==> src/rtl/wide_add_seq_pkg.sv <==
// Shared types and sizing helpers for the slice-serial wide adder.
// The subtract option (WIDE_ADD_SEQ_SUB_EN) lives in the top, not here.
package wide_add_seq_pkg;

   localparam int SLICE_W = 4;

   typedef enum logic [1:0] {
      IDLE = 2'd0,
      RUN  = 2'd1,
      DONE = 2'd2
   } state_e;

   function automatic int num_slices(input int width);
      return width / SLICE_W;
   endfunction

   // Slice index must be at least one bit wide even when only one slice exists.
   function automatic int idx_width(input int n);
      return (n > 1) ? $clog2(n) : 1;
   endfunction

endpackage

==> src/rtl/wide_add_seq_adder.sv <==
// The team's 4-bit ripple-carry Adder; purely combinational.
// Its clock and reset ports exist only for interface compatibility.
module Adder
   import wide_add_seq_pkg::*;
(
   input  logic               clock,
   input  logic               reset,
   input  logic [SLICE_W-1:0] io_A,
   input  logic [SLICE_W-1:0] io_B,
   input  logic               io_Cin,
   output logic [SLICE_W-1:0] io_Sum,
   output logic               io_Cout
);

   logic [SLICE_W:0] carry;
   logic             unused_clk_rst;

   assign unused_clk_rst = clock ^ reset;
   assign carry[0]       = io_Cin;

   for (genvar i = 0; i < SLICE_W; i++) begin : g_fa
      assign io_Sum[i]   = io_A[i] ^ io_B[i] ^ carry[i];
      assign carry[i+1]  = (io_A[i] & io_B[i]) | (carry[i] & (io_A[i] ^ io_B[i]));
   end

   assign io_Cout = carry[SLICE_W];

endmodule

==> src/rtl/wide_add_seq.sv <==
// Slice-serial WIDTH-bit adder: streams 4-bit slices LSB first through one Adder.
// Define WIDE_ADD_SEQ_SUB_EN to add the io_in_sub port (A - B via ~B + 1).
//
// state | meaning
// IDLE  | waiting for an operand bundle, io_in_ready high
// RUN   | one slice per cycle through the adder, carry registered between slices
// DONE  | result held on io_out_* until the consumer takes it
module wide_add_seq
   import wide_add_seq_pkg::*;
#(
   parameter int WIDTH = 16
) (
   input  logic             clock,
   input  logic             reset,
   input  logic             io_in_valid,
   output logic             io_in_ready,
   input  logic [WIDTH-1:0] io_in_a,
   input  logic [WIDTH-1:0] io_in_b,
   input  logic             io_in_cin,
`ifdef WIDE_ADD_SEQ_SUB_EN
   input  logic             io_in_sub,
`endif
   output logic             io_out_valid,
   input  logic             io_out_ready,
   output logic [WIDTH-1:0] io_out_sum,
   output logic             io_out_cout,
   output logic             io_out_ovf
);

   localparam int                N        = num_slices(WIDTH);
   localparam int                IDX_W    = idx_width(N);
   localparam logic [IDX_W-1:0]  LAST_IDX = IDX_W'(N - 1);

   if ((WIDTH % SLICE_W) != 0 || WIDTH < SLICE_W) begin : g_width_chk
      $error("wide_add_seq: WIDTH must be a positive multiple of 4");
   end

   state_e             state_q, state_d;
   logic [WIDTH-1:0]   a_q, a_d;
   logic [WIDTH-1:0]   b_q, b_d;
   logic [WIDTH-1:0]   sum_q, sum_d;
   logic [IDX_W-1:0]   idx_q, idx_d;
   logic               carry_q, carry_d;
   logic               cout_q, cout_d;
   logic               ovf_q, ovf_d;

   logic [WIDTH-1:0]   b_eff;
   logic               cin_eff;
   logic [SLICE_W-1:0] a_sl, b_sl, s_sl;
   logic               co_sl;

`ifdef WIDE_ADD_SEQ_SUB_EN
   assign b_eff   = io_in_sub ? ~io_in_b : io_in_b;
   assign cin_eff = io_in_sub | io_in_cin;
`else
   assign b_eff   = io_in_b;
   assign cin_eff = io_in_cin;
`endif

   assign a_sl = a_q[idx_q*SLICE_W +: SLICE_W];
   assign b_sl = b_q[idx_q*SLICE_W +: SLICE_W];

   Adder u_adder (
      .clock   (clock),
      .reset   (reset),
      .io_A    (a_sl),
      .io_B    (b_sl),
      .io_Cin  (carry_q),
      .io_Sum  (s_sl),
      .io_Cout (co_sl)
   );

   always_comb begin
      state_d = state_q;
      a_d     = a_q;
      b_d     = b_q;
      sum_d   = sum_q;
      idx_d   = idx_q;
      carry_d = carry_q;
      cout_d  = cout_q;
      ovf_d   = ovf_q;
      case (state_q)
         IDLE: begin
            if (io_in_valid) begin
               a_d     = io_in_a;
               b_d     = b_eff;
               carry_d = cin_eff;
               idx_d   = '0;
               sum_d   = '0;
               cout_d  = 1'b0;
               ovf_d   = 1'b0;
               state_d = RUN;
            end
         end
         RUN: begin
            sum_d[idx_q*SLICE_W +: SLICE_W] = s_sl;
            carry_d = co_sl;
            if (idx_q == LAST_IDX) begin
               cout_d  = co_sl;
               // s_sl[MSB] is the final result sign bit on the last slice
               ovf_d   = (a_q[WIDTH-1] == b_q[WIDTH-1]) && (s_sl[SLICE_W-1] != a_q[WIDTH-1]);
               state_d = DONE;
            end else begin
               idx_d = idx_q + 1'b1;
            end
         end
         DONE: begin
            if (io_out_ready) state_d = IDLE;
         end
         default: state_d = IDLE;
      endcase
   end

   always_ff @(posedge clock or posedge reset) begin
      if (reset) begin
         state_q <= IDLE;
         a_q     <= '0;
         b_q     <= '0;
         sum_q   <= '0;
         idx_q   <= '0;
         carry_q <= 1'b0;
         cout_q  <= 1'b0;
         ovf_q   <= 1'b0;
      end else begin
         state_q <= state_d;
         a_q     <= a_d;
         b_q     <= b_d;
         sum_q   <= sum_d;
         idx_q   <= idx_d;
         carry_q <= carry_d;
         cout_q  <= cout_d;
         ovf_q   <= ovf_d;
      end
   end

   assign io_in_ready  = (state_q == IDLE);
   assign io_out_valid = (state_q == DONE);
   assign io_out_sum   = sum_q;
   assign io_out_cout  = cout_q;
   assign io_out_ovf   = ovf_q;

endmodule

==> config.mk <==
export PLATFORM = sky130hd
export DESIGN_NAME = wide_add_seq
export DESIGN_NICKNAME = d
export VERILOG_FILES = /design/src/rtl/wide_add_seq_pkg.sv /design/src/rtl/wide_add_seq_adder.sv /design/src/rtl/wide_add_seq.sv
export SDC_FILE = /design/constraint.sdc
export NUM_CORES = 1
export LEC_CHECK = 0
export ABC_AREA = 1
export BUFFER_PORTS_ARGS = -buffer_cell sky130_fd_sc_hd__buf_2
export CORE_MARGIN = 2
export CORE_UTILIZATION = 55
export DETAILED_ROUTE_END_ITERATION = 8
export PLACE_DENSITY = 0.9
export SLEW_MARGIN = 20
export SYNTH_ARGS = -nofsm -noshare
export SYNTH_HDL_FRONTEND = slang
export SYNTH_SLANG_ARGS = --single-unit
==> constraint.sdc <==
create_clock -name clock -period 7.3 [get_ports clock]
set_input_delay 0.73 -clock clock [delete_from_list [all_inputs] [get_ports clock]]
set_output_delay 0.73 -clock clock [all_outputs]
set_load 0.02 [all_outputs]
Yosys cells after proc, flatten, opt, wreduce, memory -nomap -nowiden

Index checks and enable logic that the tools add are counted.
Widths: inputs -> output; s select.

Register bits: 55

Bitwise logic cells: 20
Shifts and indexed selects: 4
Eq/ne operators: 9
Reductions and logical operators: 8
Add/sub/neg operators: 2
Muxes and demuxes: 17

Operators by type and width:

| kind                    | number |
|---|---|
| $neg 4->34              | 1 |
| $shift 4x34->16 const A | 1 |
| $shiftx 4x34->16        | 1 |
| $pmux 16 s2             | 1 |
| $shiftx 16x5->4         | 2 |
| $bwmux 16               | 1 |
| $mux 16                 | 1 |
| $mux 2                  | 5 |
| $reduce_and 3->1        | 3 |
| $and 1x1->1             | 8 |
| $xor 1x1->1             | 8 |
| $ne 2x2->1 const B      | 3 |
| $pmux 1 s2              | 3 |
| $pmux 2 s3              | 1 |
| $eq 2x2->1 const B      | 2 |
| $mux 1                  | 4 |
| $or 1x1->1              | 4 |
| $pmux 2 s2              | 1 |
| $reduce_and 2->1        | 2 |
| $add 2x1->2 const B     | 1 |
| $eq 2x1->1 const B      | 1 |
| $logic_not 2->1         | 1 |
| $ne 2x1->1 const B      | 1 |
| $reduce_bool 2->1       | 1 |
| other kinds (3)         | 3 |

Logic depth before layout (Yosys ltp)

Depth after elaboration: 13
Depth in mapped cells: 18
Mapped depth without buffers: 16

Hierarchy

Synthesis repeated with hierarchy kept, for this count alone.

Cells, all modules: 337
Area, all modules: 2,722.6 sq um

By module, submodules not included:

| module       | cells each | area an instance (sq um) | instances |
|---|---|---|---|
| wide_add_seq | 323        | 2,605.0                  | 1 |
| Adder        | 14         | 117.6                    | 1 |

Worst setup path before layout

No wires, ideal clock.

Path kind: flip-flop to flip-flop
Start point: register idx_q[0]
End point: register ovf_q, in the netlist io_out_ovf
Data arrival time: 2.872 ns
Setup time: 0.065 ns
Slack: 4.362 ns
Stages on the path, launching flop included: 19
Buffers on the path: 2
Period minus slack after synthesis: 2.938 ns
Data required time: 7.235 ns
Cell sequence: dfrtp_1 > buf_2 > inv_1 > buf_2 > nand2_1 > nand3_1 > nand2_1 > fa_1 > inv_1 > fa_1 > inv_1 > fa_1 > inv_1 > fa_1 > inv_1 > nand2_1 > a21oi_1 > nand3_1 > nand2_1

Longest elaborated chain between the ends: 13
Elaborated cells on any way between the ends: 23

RTL lines:

| element                            | line                                   | RTL |
|---|---|---|
| from (decl)                        | wide_add_seq.sv:42                     | `logic [IDX_W-1:0] idx_q, idx_d;` |
| from (signal assigned)             | wide_add_seq.sv:129                    | `idx_q <= idx_d;` |
| $shiftx 16x5->4 (on tied branches) | wide_add_seq.sv:60, wide_add_seq.sv:61 |  |
| $xor 1x1->1                        | wide_add_seq_adder.sv:23               | `assign carry[i+1] = (io_A[i] & io_B[i]) \| (carry[i] & (io_A[i] ^ io_B[i]));` |
| $and 1x1->1                        | wide_add_seq_adder.sv:23               |  |
| $or 1x1->1                         | wide_add_seq_adder.sv:23               |  |
| $and 1x1->1                        | wide_add_seq_adder.sv:23               |  |
| $or 1x1->1                         | wide_add_seq_adder.sv:23               |  |
| $and 1x1->1                        | wide_add_seq_adder.sv:23               |  |
| $or 1x1->1                         | wide_add_seq_adder.sv:23               |  |
| $xor 1x1->1                        | wide_add_seq_adder.sv:22               | `assign io_Sum[i] = io_A[i] ^ io_B[i] ^ carry[i];` |
| $ne 1x1->1                         | wide_add_seq.sv:101                    | `ovf_d = (a_q[WIDTH-1] == b_q[WIDTH-1]) && (s_sl[SLICE_W-1] != a_q[WIDTH-1]);` |
| $logic_and 1x1->1                  | wide_add_seq.sv:101                    |  |
| $mux 1                             | wide_add_seq.sv:98                     | `if (idx_q == LAST_IDX) begin` |
| $pmux 1 s2                         | wide_add_seq.sv:82                     | `case (state_q)` |
| to (signal assigned)               | wide_add_seq.sv:132                    | `ovf_q <= ovf_d;` |
| to (decl)                          | wide_add_seq.sv:45                     | `logic ovf_q, ovf_d;` |

Several ways; a longest one is shown, not always the timed one. The select of a mux whose other input is x is not followed.
A chain may end at the register's enable or synchronous reset.

Final worst setup path

Start point: register idx_q[0]
End point: register sum_q[15], in the netlist io_out_sum[15]

Longest elaborated chain between the ends: 12
Elaborated cells on any way between the ends: 24

RTL lines:

| element                            | line                                               | RTL |
|---|---|---|
| $shiftx 16x5->4 (on tied branches) | wide_add_seq.sv:60, wide_add_seq.sv:61             |  |
| $xor 1x1->1                        | wide_add_seq_adder.sv:22, wide_add_seq_adder.sv:23 |  |
| $and 1x1->1                        | wide_add_seq_adder.sv:23                           |  |
| $or 1x1->1                         | wide_add_seq_adder.sv:23                           |  |
| $and 1x1->1                        | wide_add_seq_adder.sv:23                           |  |
| $or 1x1->1                         | wide_add_seq_adder.sv:23                           |  |
| $and 1x1->1                        | wide_add_seq_adder.sv:23                           |  |
| $or 1x1->1                         | wide_add_seq_adder.sv:23                           |  |
| $xor 1x1->1                        | wide_add_seq_adder.sv:22                           |  |
| $shiftx 4x34->16                   | wide_add_seq.sv:96                                 | `sum_d[idx_q*SLICE_W +: SLICE_W] = s_sl;` |
| $bwmux 16 *                        | wide_add_seq.sv:96                                 |  |
| $pmux 16 s2 *                      | wide_add_seq.sv:82                                 |  |
| to (signal assigned)               | wide_add_seq.sv:128                                | `sum_q <= sum_d;` |
| to (decl)                          | wide_add_seq.sv:41                                 | `logic [WIDTH-1:0] sum_q, sum_d;` |

Mark *: on every way between the ends. The rest lies on a longest branch, timed or not.

==> impl_table.tex <==
\begin{tabular}{lr}
\hline
Metric & Value \\
\hline
\multicolumn{2}{l}{\textbf{Routing}} \\
Residual DRC & 0 \\
Average wire length per cell after detail routing & 12.3 um \\
Wirelength, routed & 5460 um \\
Vias per inst & around 5.1 \\
Detailed-route via count & roughly 2300 \\
Post-DRT Antenna Nets & 0 \\
DRT iter0 DRCs & 100 \\
Number of search-and-repair iterations in the first detailed-routing pass & 4 \\
\multicolumn{2}{l}{\textbf{Placement}} \\
Final GP Congestion & 0.865 \\
Estimated wirelength of the detail-placed design & between 3000 and 4000 um \\
IO Port Bufs & 56 \\
\multicolumn{2}{l}{\textbf{CTS}} \\
Post-CTS repair timing setup buffer count & 0 \\
Total of cells resized after clock tree synthesis & 0 \\
Number of clock buffers inserted by TritonCTS & 5 \\
Buffer levels on the longest clock path & 2 \\
TritonCTS clock tree & built \\
Total number of clock tree sinks & 55 \\
Clock network latency to the later pin of the worst-skew pair & 0.31 ns \\
Cell chosen for the clock root & sky130\_fd\_sc\_hd\_\_clkbuf\_8 \\
Clock slew at reported path FFs & approximately 0.09 ns \\
Number of hold-repair buffers added at the cts stage & 0 \\
Number of levels the H-tree was split into & 2 \\
\multicolumn{2}{l}{\textbf{Floorplan}} \\
Core region area & 4690 sq um \\
Floorplan die height & 73.8 um \\
Starting density of the core & 0.570 \\
Full die area & 5440 sq um \\
Num rows & 25 \\
Count of boundary I/O pins & 57 \\
Horizontal die dimension & 73.8 um \\
\multicolumn{2}{l}{\textbf{Synth}} \\
Number of distinct library cells after synthesis & 23 \\
Post-synthesis instance area & 2680 sq um \\
Number of warning messages in the yosys log & 0 \\
Instance count of the mapped netlist & 340 \\
Sequential-to-total area share from yosys stat & 0.514 \\
Synthesized flop and latch total & 55 \\
Post-synthesis net count & 386 \\
Synthesized area divided by synthesized cell count & 7.87 sq um \\
\multicolumn{2}{l}{\textbf{Global routing}} \\
Wire length of the first global-routing pass & 9490 um \\
Number of global-route vias before repair & 2212 \\
Initial antenna violation count & 0 \\
Largest net degree at the start of global routing & 56 \\
Gr ovfl total & 0 \\
Aggregate global-route resource usage & 0.227 \\
\multicolumn{2}{l}{\textbf{Setup path}} \\
Worst-path fanout max & 25 \\
Arr. time, crit path & 3.77 ns \\
Reg2Reg Depth & 15 \\
Cell breakdown of the critical path & inv\_1, nand2\_1, nand3\_1, nand2\_1, fa\_1, inv\_1, fa\_1, inv\_1, fa\_1, inv\_1, fa\_1, nand2\_1, nor2\_1, nand2\_1, o21ai\_0 \\
Crit end category & flip-flop \\
Internal reg-to-reg setup slack & 3.72 ns \\
Critical path required time & 7.49 ns \\
Crit Reg-Reg Endpoint & io\_out\_sum[15] \\
CP max-delay cell & sky130\_fd\_sc\_hd\_\_inv\_1 \\
Launch point of the worst reg-to-reg path & idx\_q[0] \\
Maximum single-stage delay on the critical path & between 0.6 and 0.7 ns \\
Setup crit start kind & flip-flop \\
Start-to-end type of the worst setup path & reg2reg \\
\multicolumn{2}{l}{\textbf{STA}} \\
Setup repair after global routing missed its margin & no \\
Final max-slew violation count & 0 \\
Final hold viol count & 0 \\
Final worst path period need & 3.58 ns \\
Hold Slack & 0.474 ns \\
Final Cycle Share & 0.490 \\
Setup tns final & 0 ns \\
Final setup viols & 0 \\
Worst-margin pin slew & 0.899 ns \\
Layout Skew & 0.00858 ns \\
Worst slew margin & 0.400 \\
F\_max & 280 MHz \\
\multicolumn{2}{l}{\textbf{Power and ir drop}} \\
Max VDD drop & 219 uV \\
Proportion of power drawn by combinational gates & 0.498 \\
Sequential Power Share & 0.386 \\
Leakage component of the power & $\sim$0.0017 uW \\
Switching component of the power & 628 uW \\
Clock network power share & 0.115 \\
Internal power summed over all cells & a little over 700 uW \\
Switching part of the total & 0.465 \\
Power per Cell Area & 445 nW/um\^{}2 \\
\multicolumn{2}{l}{\textbf{Final layout}} \\
Ant diodes & 0 \\
Most frequent cells in the layout & sky130\_fd\_sc\_hd\_\_nand2\_1 (151), sky130\_fd\_sc\_hd\_\_buf\_2 (56), sky130\_fd\_sc\_hd\_\_dfrtp\_1 (55) \\
Layout area overhead & 13.5\% \\
Share of final-layout standard cells stronger than drive strength 1 & 0.179 \\
Commonest non-fill, non-tap cell in the layout & sky130\_fd\_sc\_hd\_\_nand2\_1 \\
Total Nets Final & 437 \\
\multicolumn{2}{l}{\textbf{Min path}} \\
Hold Path Class & reg2reg \\
Worst-case hold path end point & io\_out\_sum[9] \\
Worst Hold Path Cells & 2 \\
Launch instance of the worst min-delay path & io\_out\_sum[9] \\
\multicolumn{2}{l}{\textbf{Run}} \\
MaxCap Viol Count & 0 \\
\multicolumn{2}{l}{\textbf{Status}} \\
Status & completed \\
\hline
\end{tabular}
## cell families (layout without fill, tap and decap cells)
kind of cell / after synthesis / count (layout) / share of synthesized area
AOI/OAI and AO/OA: 34 / 34 / 0.0697
adders and majority gates: 9 / 9 / 0.0533
buffers and inverters: 47 / 97 / 0.0720
DFF: 55 / 55 / 0.514
and+or+nand+nor: 195 / 195 / 0.291
## how the worst max path moves through the flow
stage	startpoint	end	slack, ns	cells past startpoint
after CTS	idx_q[0]	io_out_sum[15]	3.76	15
after detailed placement	idx_q[0]	io_out_sum[15]	3.77	15
final	idx_q[0]	io_out_sum[15]	3.72	15
after floorplan	idx_q[0]	io_out_ovf	4.36	18
after global placement	idx_q[0]	io_out_sum[15]	3.96	15
after global routing	idx_q[0]	io_out_ovf	3.46	16
## critical path: cells and delay by family, from the launching register on
kind	cells	cell delay, ns
compound gates	1	0.08
simple gates	6	0.56
fa+ha+maj	4	1.35
buf+inv	4	0.85
flops	1	0.60
## stage by stage
| step | instances | utilization | total power (uW) | setup WS, ns | cell area, sq um |
|---|---|---|---|---|---|
| final | 444 | 0.647 | 1350 | 3.72 | 3040 |
| after global routing | 444 | 0.647 | 1500 | 3.46 | 3040 |
| after CTS | 444 | 0.647 | 1350 | 3.76 | 3040 |
| after detailed placement | 438 | 0.631 | 1200 | 3.77 | 2960 |
| after global placement | 438 | 0.631 | 1160 | 3.96 | 2960 |
| after floorplan | 340 | - | 1030 | 4.36 | 2680 |
## registers in the layout, indices dropped and copies added (netlist names)
name	count
a_q	16
b_q	16
state_q	2
io_out_cout	1
io_out_ovf	1
io_out_sum	16
idx_q	2
carry_q	1
## cells in the mapped netlist, drive strengths merged
| cell type | instances | area share |
|---|---|---|
| ha | 5 | 0.023 |
| nor2 | 18 | 0.029 |
| clkbuf | 1 | 0.0014 |
| buf | 11 | 0.022 |
| inv | 34 | 0.048 |
| a21oi | 2 | 0.0037 |
| clkinv | 1 | 0.0014 |
| nand3 | 21 | 0.039 |
| o21bai | 1 | 0.0028 |
| nor3 | 2 | 0.0037 |
| fa | 4 | 0.030 |
| dfrtp | 55 | 0.51 |
| o21ai | 27 | 0.053 |
| nand2 | 154 | 0.22 |
| o22ai | 3 | 0.0070 |
| o31ai | 1 | 0.0028 |
## power by group through the flow
stage | clock network [uW] | logic (uW) | registers, uW
floorplan | 0 | 507 | 519
global placement | 0 | 643 | 522
detailed placement | 0 | 672 | 525
CTS | 158 | 674 | 520
global route | 170 | 792 | 536
finish | 156 | 673 | 522
## layout make-up
cell class | count | area, sq um
Fill cell | 426 | 1660
Sequential cell | 55 | 1380
Multi-Input combinational cell | 238 | 1110
Timing Repair Buffer | 56 | 280
Inverter | 35 | 133
Clock buffer | 6 | 72.6
Tap cell | 54 | 67.6
## routing by layer
metal  global-route usage  wire length (um)  vias up
li1                     -                 -     1147
met1                0.281              2440     1067
met2                0.400              2710       57
met3               0.0329               218        8
met4               0.0848                93        0
met5                    0                 0        -
Note: power is estimated with default switching activity, not from simulation.
